**src/rtl/ahb_timer_array_if.sv**
```systemverilog
// ---------------------------------------------------------------------------
// ahb_timer_array_if
//   AHB-Lite slave-side bus bundle for ahb_timer_array.
//
//   master modport (bus side / testbench):
//     HSEL, HREADY, HADDR[31:0], HTRANS[1:0], HWRITE, HWDATA[31:0] -> out
//     HRDATA[31:0], HREADYOUT                                      <- in
//   slave modport (timer block): the same signals, directions reversed.
//
//   Handshake: an address phase is accepted on a rising clock edge where
//   HSEL & HREADY & HTRANS[1] are all high. The data phase is the following
//   cycle and completes on the next edge at which HREADY is high. The slave
//   never stalls, so HREADYOUT is tied high.
// ---------------------------------------------------------------------------
interface ahb_timer_array_if;
  logic        HSEL;
  logic        HREADY;
  logic [31:0] HADDR;
  logic [1:0]  HTRANS;
  logic        HWRITE;
  logic [31:0] HWDATA;
  logic [31:0] HRDATA;
  logic        HREADYOUT;

  modport master (
    output HSEL, HREADY, HADDR, HTRANS, HWRITE, HWDATA,
    input  HRDATA, HREADYOUT
  );

  modport slave (
    input  HSEL, HREADY, HADDR, HTRANS, HWRITE, HWDATA,
    output HRDATA, HREADYOUT
  );
endinterface

```
**src/rtl/ahb_timer_array.sv**
```systemverilog
// ---------------------------------------------------------------------------
// ahb_timer_array
//   NUM_CH independent down-counting timers sharing one prescaler, behind a
//   zero-wait-state AHB-Lite slave port.
//
//   Ports:
//     clock      in   bus clock (HCLK), the only clock of the block
//     reset      in   asynchronous, active-high reset
//     bus        slave modport of ahb_timer_array_if (AHB-Lite signals)
//     irq        out  per-channel interrupt, registered status & irq_en
//     timer_irq  out  OR of all channel interrupts, registered
//
//   Register map (byte offsets, HADDR[8:2] decoded):
//     ch*0x10 + 0x0 LOAD   RW   reload value
//     ch*0x10 + 0x4 VALUE  RO   current count
//     ch*0x10 + 0x8 CTRL   RW   bit0 enable, bit1 periodic, bit2 irq_en
//     ch*0x10 + 0xC STAT   R/W1C bit0 status
//     0x100 IRQ_STATUS     RO   status of all channels
//     0x104 PRESCALE       RW   prescaler reload value
// ---------------------------------------------------------------------------
module ahb_timer_array #(
  parameter int NUM_CH    = 4,
  parameter int CNT_WIDTH = 32,
  parameter int PRE_WIDTH = 16
) (
  input  logic                clock,
  input  logic                reset,
  ahb_timer_array_if.slave    bus,
  output logic [NUM_CH-1:0]   irq,
  output logic                timer_irq
);

  // -------------------------------------------------------------------------
  // Address phase capture
  // -------------------------------------------------------------------------
  logic       act_q;   // a transfer to this slave is in its data phase
  logic       wr_q;
  logic [6:0] addr_q;  // word address HADDR[8:2]
  logic       accept;

  assign accept = bus.HSEL & bus.HREADY & bus.HTRANS[1];

  always_ff @(posedge clock or posedge reset) begin
    if (reset) begin
      act_q  <= 1'b0;
      wr_q   <= 1'b0;
      addr_q <= '0;
    end else if (bus.HREADY) begin
      act_q  <= accept;
      wr_q   <= bus.HWRITE;
      addr_q <= bus.HADDR[8:2];
    end
  end

  logic       wr_en;
  logic       chan_slot;  // address falls in the 0x000-0x0FF channel window
  logic [3:0] ch_idx;
  logic [1:0] reg_sel;
  logic       wr_pre;

  assign wr_en     = act_q & wr_q & bus.HREADY;
  assign chan_slot = ~addr_q[6];
  assign ch_idx    = addr_q[5:2];
  assign reg_sel   = addr_q[1:0];
  assign wr_pre    = wr_en & (addr_q == 7'h41);

  // Address/transfer bits that the register map does not decode.
  logic unused_bits;
  assign unused_bits = ^{bus.HADDR[31:9], bus.HADDR[1:0], bus.HTRANS[0]};

  // -------------------------------------------------------------------------
  // Shared prescaler: tick fires on the cycle pcnt is 0, then pcnt reloads.
  // A new PRESCALE value only matters at the next reload.
  // -------------------------------------------------------------------------
  logic [PRE_WIDTH-1:0] prescale_q;
  logic [PRE_WIDTH-1:0] pcnt_q, pcnt_d;
  logic                 tick;

  assign tick   = (pcnt_q == '0);
  assign pcnt_d = tick ? prescale_q : (pcnt_q - PRE_WIDTH'(1));

  always_ff @(posedge clock or posedge reset) begin
    if (reset) begin
      prescale_q <= '0;
      pcnt_q     <= '0;
    end else begin
      pcnt_q <= pcnt_d;
      if (wr_pre) prescale_q <= bus.HWDATA[PRE_WIDTH-1:0];
    end
  end

  // -------------------------------------------------------------------------
  // Channels
  // -------------------------------------------------------------------------
  logic [NUM_CH-1:0] stat_vec;
  logic [NUM_CH-1:0] ien_vec;
  logic [31:0]       ch_rd [NUM_CH];

  for (genvar i = 0; i < NUM_CH; i++) begin : g_ch
    logic [CNT_WIDTH-1:0] load_q;
    logic [CNT_WIDTH-1:0] value_q;
    logic                 en_q, per_q, ien_q, stat_q;
    logic                 hit, wr_load, wr_ctrl, wr_stat, evt, start;

    assign hit     = wr_en & chan_slot & (ch_idx == 4'(i));
    assign wr_load = hit & (reg_sel == 2'd0);
    assign wr_ctrl = hit & (reg_sel == 2'd2);
    assign wr_stat = hit & (reg_sel == 2'd3);
    assign evt     = tick & en_q & (value_q == '0);
    // Only a 0->1 enable transition reloads; re-writing enable=1 does not.
    assign start   = wr_ctrl & ~en_q & bus.HWDATA[0];

    always_ff @(posedge clock or posedge reset) begin
      if (reset) begin
        load_q  <= '0;
        value_q <= '0;
        en_q    <= 1'b0;
        per_q   <= 1'b0;
        ien_q   <= 1'b0;
        stat_q  <= 1'b0;
      end else begin
        if (wr_load) load_q <= bus.HWDATA[CNT_WIDTH-1:0];

        if (start) begin
          value_q <= load_q;
        end else if (tick && en_q) begin
          if (value_q != '0) value_q <= value_q - CNT_WIDTH'(1);
          else if (per_q)    value_q <= load_q;
        end

        // A CTRL write overrides the one-shot auto-disable on the same edge.
        if (wr_ctrl) begin
          en_q  <= bus.HWDATA[0];
          per_q <= bus.HWDATA[1];
          ien_q <= bus.HWDATA[2];
        end else if (evt && !per_q) begin
          en_q <= 1'b0;
        end

        // An event on the same edge as a clear keeps status set.
        if (evt)                          stat_q <= 1'b1;
        else if (wr_stat && bus.HWDATA[0]) stat_q <= 1'b0;
      end
    end

    always_comb begin
      ch_rd[i] = '0;
      case (reg_sel)
        2'd0: ch_rd[i] = 32'(load_q);
        2'd1: ch_rd[i] = 32'(value_q);
        2'd2: ch_rd[i] = {29'd0, ien_q, per_q, en_q};
        2'd3: ch_rd[i] = {31'd0, stat_q};
        default: ch_rd[i] = '0;
      endcase
    end

    assign stat_vec[i] = stat_q;
    assign ien_vec[i]  = ien_q;
  end

  // -------------------------------------------------------------------------
  // Interrupt outputs, one register stage after status/irq_en
  // -------------------------------------------------------------------------
  logic [NUM_CH-1:0] irq_q;
  logic              timer_irq_q;

  always_ff @(posedge clock or posedge reset) begin
    if (reset) begin
      irq_q       <= '0;
      timer_irq_q <= 1'b0;
    end else begin
      irq_q       <= stat_vec & ien_vec;
      timer_irq_q <= |(stat_vec & ien_vec);
    end
  end

  assign irq       = irq_q;
  assign timer_irq = timer_irq_q;

  // -------------------------------------------------------------------------
  // Read data: combinational from the registered address, read phases only
  // -------------------------------------------------------------------------
  logic [31:0] rdata_d;

  always_comb begin
    rdata_d = '0;
    if (act_q && !wr_q) begin
      if (chan_slot) begin
        for (int i = 0; i < NUM_CH; i++) begin
          if (ch_idx == 4'(i)) rdata_d = ch_rd[i];
        end
      end else if (addr_q == 7'h40) begin
        rdata_d = 32'(stat_vec);
      end else if (addr_q == 7'h41) begin
        rdata_d = 32'(prescale_q);
      end
    end
  end

  assign bus.HRDATA    = rdata_d;
  assign bus.HREADYOUT = 1'b1;

endmodule

```
**src/flat_wrapper.sv**
```systemverilog
// flat-port wrapper written by rule: the top's interface ports become plain ports
module ahb_timer_array_flat 
#(
  parameter int NUM_CH    = 4,
  parameter int CNT_WIDTH = 32,
  parameter int PRE_WIDTH = 16
)
  (clock, reset, irq, timer_irq, bus_HSEL, bus_HREADY, bus_HADDR, bus_HTRANS, bus_HWRITE, bus_HWDATA, bus_HRDATA, bus_HREADYOUT);
  ahb_timer_array_if bus_i ();
  input  logic clock;
  input  logic reset;
  output logic [NUM_CH-1:0] irq;
  output logic timer_irq;
  input wire logic [$bits(bus_i.HSEL)-1:0] bus_HSEL;
  input wire logic [$bits(bus_i.HREADY)-1:0] bus_HREADY;
  input wire logic [$bits(bus_i.HADDR)-1:0] bus_HADDR;
  input wire logic [$bits(bus_i.HTRANS)-1:0] bus_HTRANS;
  input wire logic [$bits(bus_i.HWRITE)-1:0] bus_HWRITE;
  input wire logic [$bits(bus_i.HWDATA)-1:0] bus_HWDATA;
  output wire logic [$bits(bus_i.HRDATA)-1:0] bus_HRDATA;
  output wire logic [$bits(bus_i.HREADYOUT)-1:0] bus_HREADYOUT;
  assign bus_i.HSEL = bus_HSEL;
  assign bus_i.HREADY = bus_HREADY;
  assign bus_i.HADDR = bus_HADDR;
  assign bus_i.HTRANS = bus_HTRANS;
  assign bus_i.HWRITE = bus_HWRITE;
  assign bus_i.HWDATA = bus_HWDATA;
  assign bus_HRDATA = bus_i.HRDATA;
  assign bus_HREADYOUT = bus_i.HREADYOUT;
  ahb_timer_array #(.NUM_CH(NUM_CH), .CNT_WIDTH(CNT_WIDTH), .PRE_WIDTH(PRE_WIDTH)) u_core (.clock(clock), .reset(reset), .bus(bus_i), .irq(irq), .timer_irq(timer_irq));
endmodule
```
**config.mk**
```make
export PLATFORM = sky130hd
export DESIGN_NAME = ahb_timer_array_flat
export DESIGN_NICKNAME = d
export VERILOG_FILES = /design/src/rtl/ahb_timer_array_if.sv /design/src/rtl/ahb_timer_array.sv /design/src/flat_wrapper.sv
export SDC_FILE = /design/constraint.sdc
export NUM_CORES = 1
export LEC_CHECK = 0
export CORE_MARGIN = 2
export CORE_UTILIZATION = 60
export DETAILED_ROUTE_END_ITERATION = 10
export GPL_TIMING_DRIVEN = 0
export PLACE_DENSITY = 0.84
export SYNTH_ARGS = -nofsm -noshare
export SYNTH_HDL_FRONTEND = slang
export SYNTH_SLANG_ARGS = --single-unit
```
**constraint.sdc**
```tcl
create_clock -name clock -period 13.33 [get_ports clock]
set_clock_uncertainty 0.1 [all_clocks]
set_input_delay 2.666 -clock clock [delete_from_list [all_inputs] [get_ports clock]]
set_output_delay 2.666 -clock clock [all_outputs]
set_load 0.02 [all_outputs]
```
==> results.md <==
* DIE WIDTH at ~180 µm
* Critical Path End Type: primary output
* Status: finished, final reports clean
* Pwr Total at 0.00248 W
* # clock sinks at 318
* # DRC at 0
* Worst-case clock buffer depth at 3
* Row Count at 64
* Final WL at approximately 74,000 µm
* Ys Warns at 0
* Synth top area share at 0.422
* Pleak at about 9.5 nW
* Vias in the first global route at ~18,000
* Top delay family on crit path: buffers and inverters
* Overflow after GRT at 0
* Nets at between 2,000 and 2,500
* Maximum VDD drop at 145 µV
* Detail Placement HPWL at between 50,000 and 60,000 µm
* Post-synth top cells: dfrtp_1, a21oi_1, nor2_1
* Worst path cell trace: clkbuf_1 -> clkbuf_1 -> buf_1 -> mux2i_1 -> nor2_1 -> o21ai_0 -> a21oi_1 -> clkdlybuf4s50_1
* # port buffers at between 80 and 90
* Final GP Congestion at roughly 1.1
* GR Util All Layers at 0.446
* Total CTS buffers at 38
* Largest net degree at the start of global routing at 133
* Share of cells above drive strength 1 at 0.150
* Final WS setup at 5.48 ns
* WS Path Type: reg2out
* Initial antenna violation count at 5
* Pre-CTS WS at approximately 6.4 ns
* Synth Flop Type: dfrtp_1
* DRT iter0 DRCs at ~2,100
* Syn Area/Cell at 9.37 µm²
* Ports at between 100 and 150
* Post-CTS setup buffer count at 0
* Cell variety after synth at a little over 80
* Syn Std Cell Area at 0.0189 mm²
* Core ar. at approximately 0.03 mm²
* Final setup violating endpoints at 0
* Area Growth Syn to Fin at 13.9%
* Max Clk Rate at 127 MHz
* Die extent in y at roughly 180 µm
* Root Buffer: clkbuf_16
* Placed inst area at 0.0202 mm²
* Worst skew pair latency at approximately 0.56 ns
* Post_cts resized at 0
* Die area at approximately 0.033 mm²
* Initial core utilization at 0.613
* Hold buffers post-CTS at 0
* Hold WC Path Type: reg2reg
* Tmin final at 7.85 ns
* Synth Instances at a little over 2,000
* Hold Fails Final Rpt at 0
* Post-synthesis net count at roughly 2,100
* Routed Antenna Nets at 0
* Post-layout utilization of the core at 0.698
* DR vias at 18,400
* Max Transition Viols Final at 0
* CTS tree: done
* Final worst-path cycle share at 0.589
* PD cells at roughly 120 mW/mm²
* H-Tree Depth at 2
* #FFs+latches synth at ~320
* Required time of the worst setup path at between 10 and 15 ns
* Data arrival time of the worst path at 5.08 ns
* CTS clk-pin slew, worst paths at about 0.060 ns
* Design Area, Final at between 0.02 and 0.025 mm²
* Most used cell, CP: clkbuf_1
* Maximum fanout along the worst path at 10
* Measured slew at the worst slew-check pin at between 1 and 1.5 ns
* Crit path launch type: flip-flop
* Max Cap Viol at 0
* Slowest cell on the critical path: buf_1
* Crit-path max cell delay at around 1.1 ns
* Unrepaired setup endpoints after global routing: no
* Synth area leader: dfrtp_1
* Sequential cell area fraction in the yosys report at 0.422
* First-pass GRT wire length at 109,000 µm
* Crit path buffers/inverters at 4
* Number of flops mapped to enable cells by yosys at 0
* # fillers at between 2,000 and 2,500
* Slew HR at 0.0955
* Area contributors post-synth: dfrtp_1, mux2_2, a21oi_1
* WL per Instance at between 20 and 30 µm
* Most frequent cell after synthesis: dfrtp_1
* Via density at approximately 7.2
* Synth async-reset ratio at 1.00
* Router iterations before antenna repair at 8
==> final timing paths <==
| kind | start | endpoint | slack [ns] | cells after the start |
|---|---|---|---|---|
| max | u_core.addr_q[0] | bus_HRDATA[28] | 5.48 | 8 |
| min | u_core.pcnt_q[0] | u_core.pcnt_q[0] | 0.40 | 1 |
| max reg2reg | u_core.addr_q[2] | u_core.g_ch[3].value_q[12] | 9.50 | 12 |
| min reg2reg | u_core.pcnt_q[0] | u_core.pcnt_q[0] | 0.40 | 1 |
| max in group asynchronous | reset | u_core.prescale_q[2] | 9.60 | 3 |
| min in group asynchronous | reset | u_core.g_ch[0].load_q[19] | 2.46 | 2 |
==> cell families after synthesis <==
kind of cell,count (synthesis),share of synthesized area
AND/OR/NAND/NOR,594,0.163
flip-flops,318,0.422
multiplexers,284,0.172
adder cells (fa/ha/maj),10,0.00664
other,1,0.000199
AO/OA/AOI/OAI,616,0.193
buffers and inverters,176,0.0379
XOR/XNOR,13,0.00604
==> worst reg2reg max path, cell delays in order (launching register included) <==
cell	delay (ns)
dfrtp_1	0.36
clkbuf_1	0.20
nand4bb_1	0.15
clkbuf_1	0.48
or4_1	0.22
clkbuf_1	0.39
o31a_1	0.21
clkbuf_1	0.35
buf_2	0.36
clkbuf_1	0.49
nand2_1	0.13
a21oi_1	0.19
a21oi_1	0.05
==> cell type report <==
class / instances / area (µm²) / area share
diodes: 1 / 2.50 / 0.000117
well taps: 396 / 495 / 0.0231
clock buffers: 52 / 1100 / 0.0515
plain buffers: 149 / 613 / 0.0286
inverters: 27 / 109 / 0.00507
clock inverters: 15 / 146 / 0.00682
flip-flops and latches: 318 / 7960 / 0.371
multi-input cells: 1518 / 10200 / 0.474
repair buffers: 83 / 866 / 0.0403
==> state kept, by name, summed over array words and instances, names as in the netlist <==
name                 flops
u_core.g_ch.load_q     128
u_core.timer_irq         1
u_core.prescale_q       16
u_core.g_ch.ien_q        4
u_core.irq               4
u_core.act_q             1
u_core.g_ch.value_q    128
u_core.wr_q              1
u_core.g_ch.stat_q       4
u_core.pcnt_q           16
u_core.g_ch.per_q        4
u_core.g_ch.en_q         4
u_core.addr_q            7
==> layout by cell type (no fill, tap or decap), types with 10 or more instances in the layout <==
master / instances
a21o_1: 10
nand4_1: 27
nand2b_1: 18
nor4_1: 45
mux4_2: 15
mux2_2: 167
o22ai_1: 26
ha_1: 10
buf_1: 15
or3_1: 15
nand3_1: 54
nor2_1: 179
a31oi_1: 14
inv_1: 26
and2_1: 12
clkbuf_16: 39
clkbuf_1: 105
mux2i_1: 102
o21ai_1: 51
a21oi_1: 234
or4_1: 26
xnor2_1: 10
clkdlybuf4s50_1: 81
a31o_2: 13
dfrtp_1: 318
buf_2: 30
nor3_1: 71
nand2_1: 84
o21ai_0: 162
and3_1: 12
==> metal layers <==
layer | vias to the layer above | wire [µm] | global-route usage
met5 | - | 16 | 0
met4 | 2 | 5280 | 0.273
met3 | 319 | 8200 | 0.119
met2 | 1304 | 33500 | 0.699
met1 | 8998 | 27000 | 0.553
li1 | 7784 | - | -
==> through the flow <==
step                std cells  TNS, ns  hold slack, ns
finish                   2559        0           0.403
global route             2558        0           0.437
CTS                      2558        0           0.390
detailed placement       2491        0           0.375
global placement         2489  -684.48           0.361
floorplan                2012        0           0.340
==> power breakdown <==
group / internal, W / switching [W] / total (W)
registers: 0.00101 / 0.0000538 / 0.00107
logic: 0.000140 / 0.000223 / 0.000363
clock network: 0.000621 / 0.000435 / 0.00106
Note: power is estimated with default switching activity, not from simulation.
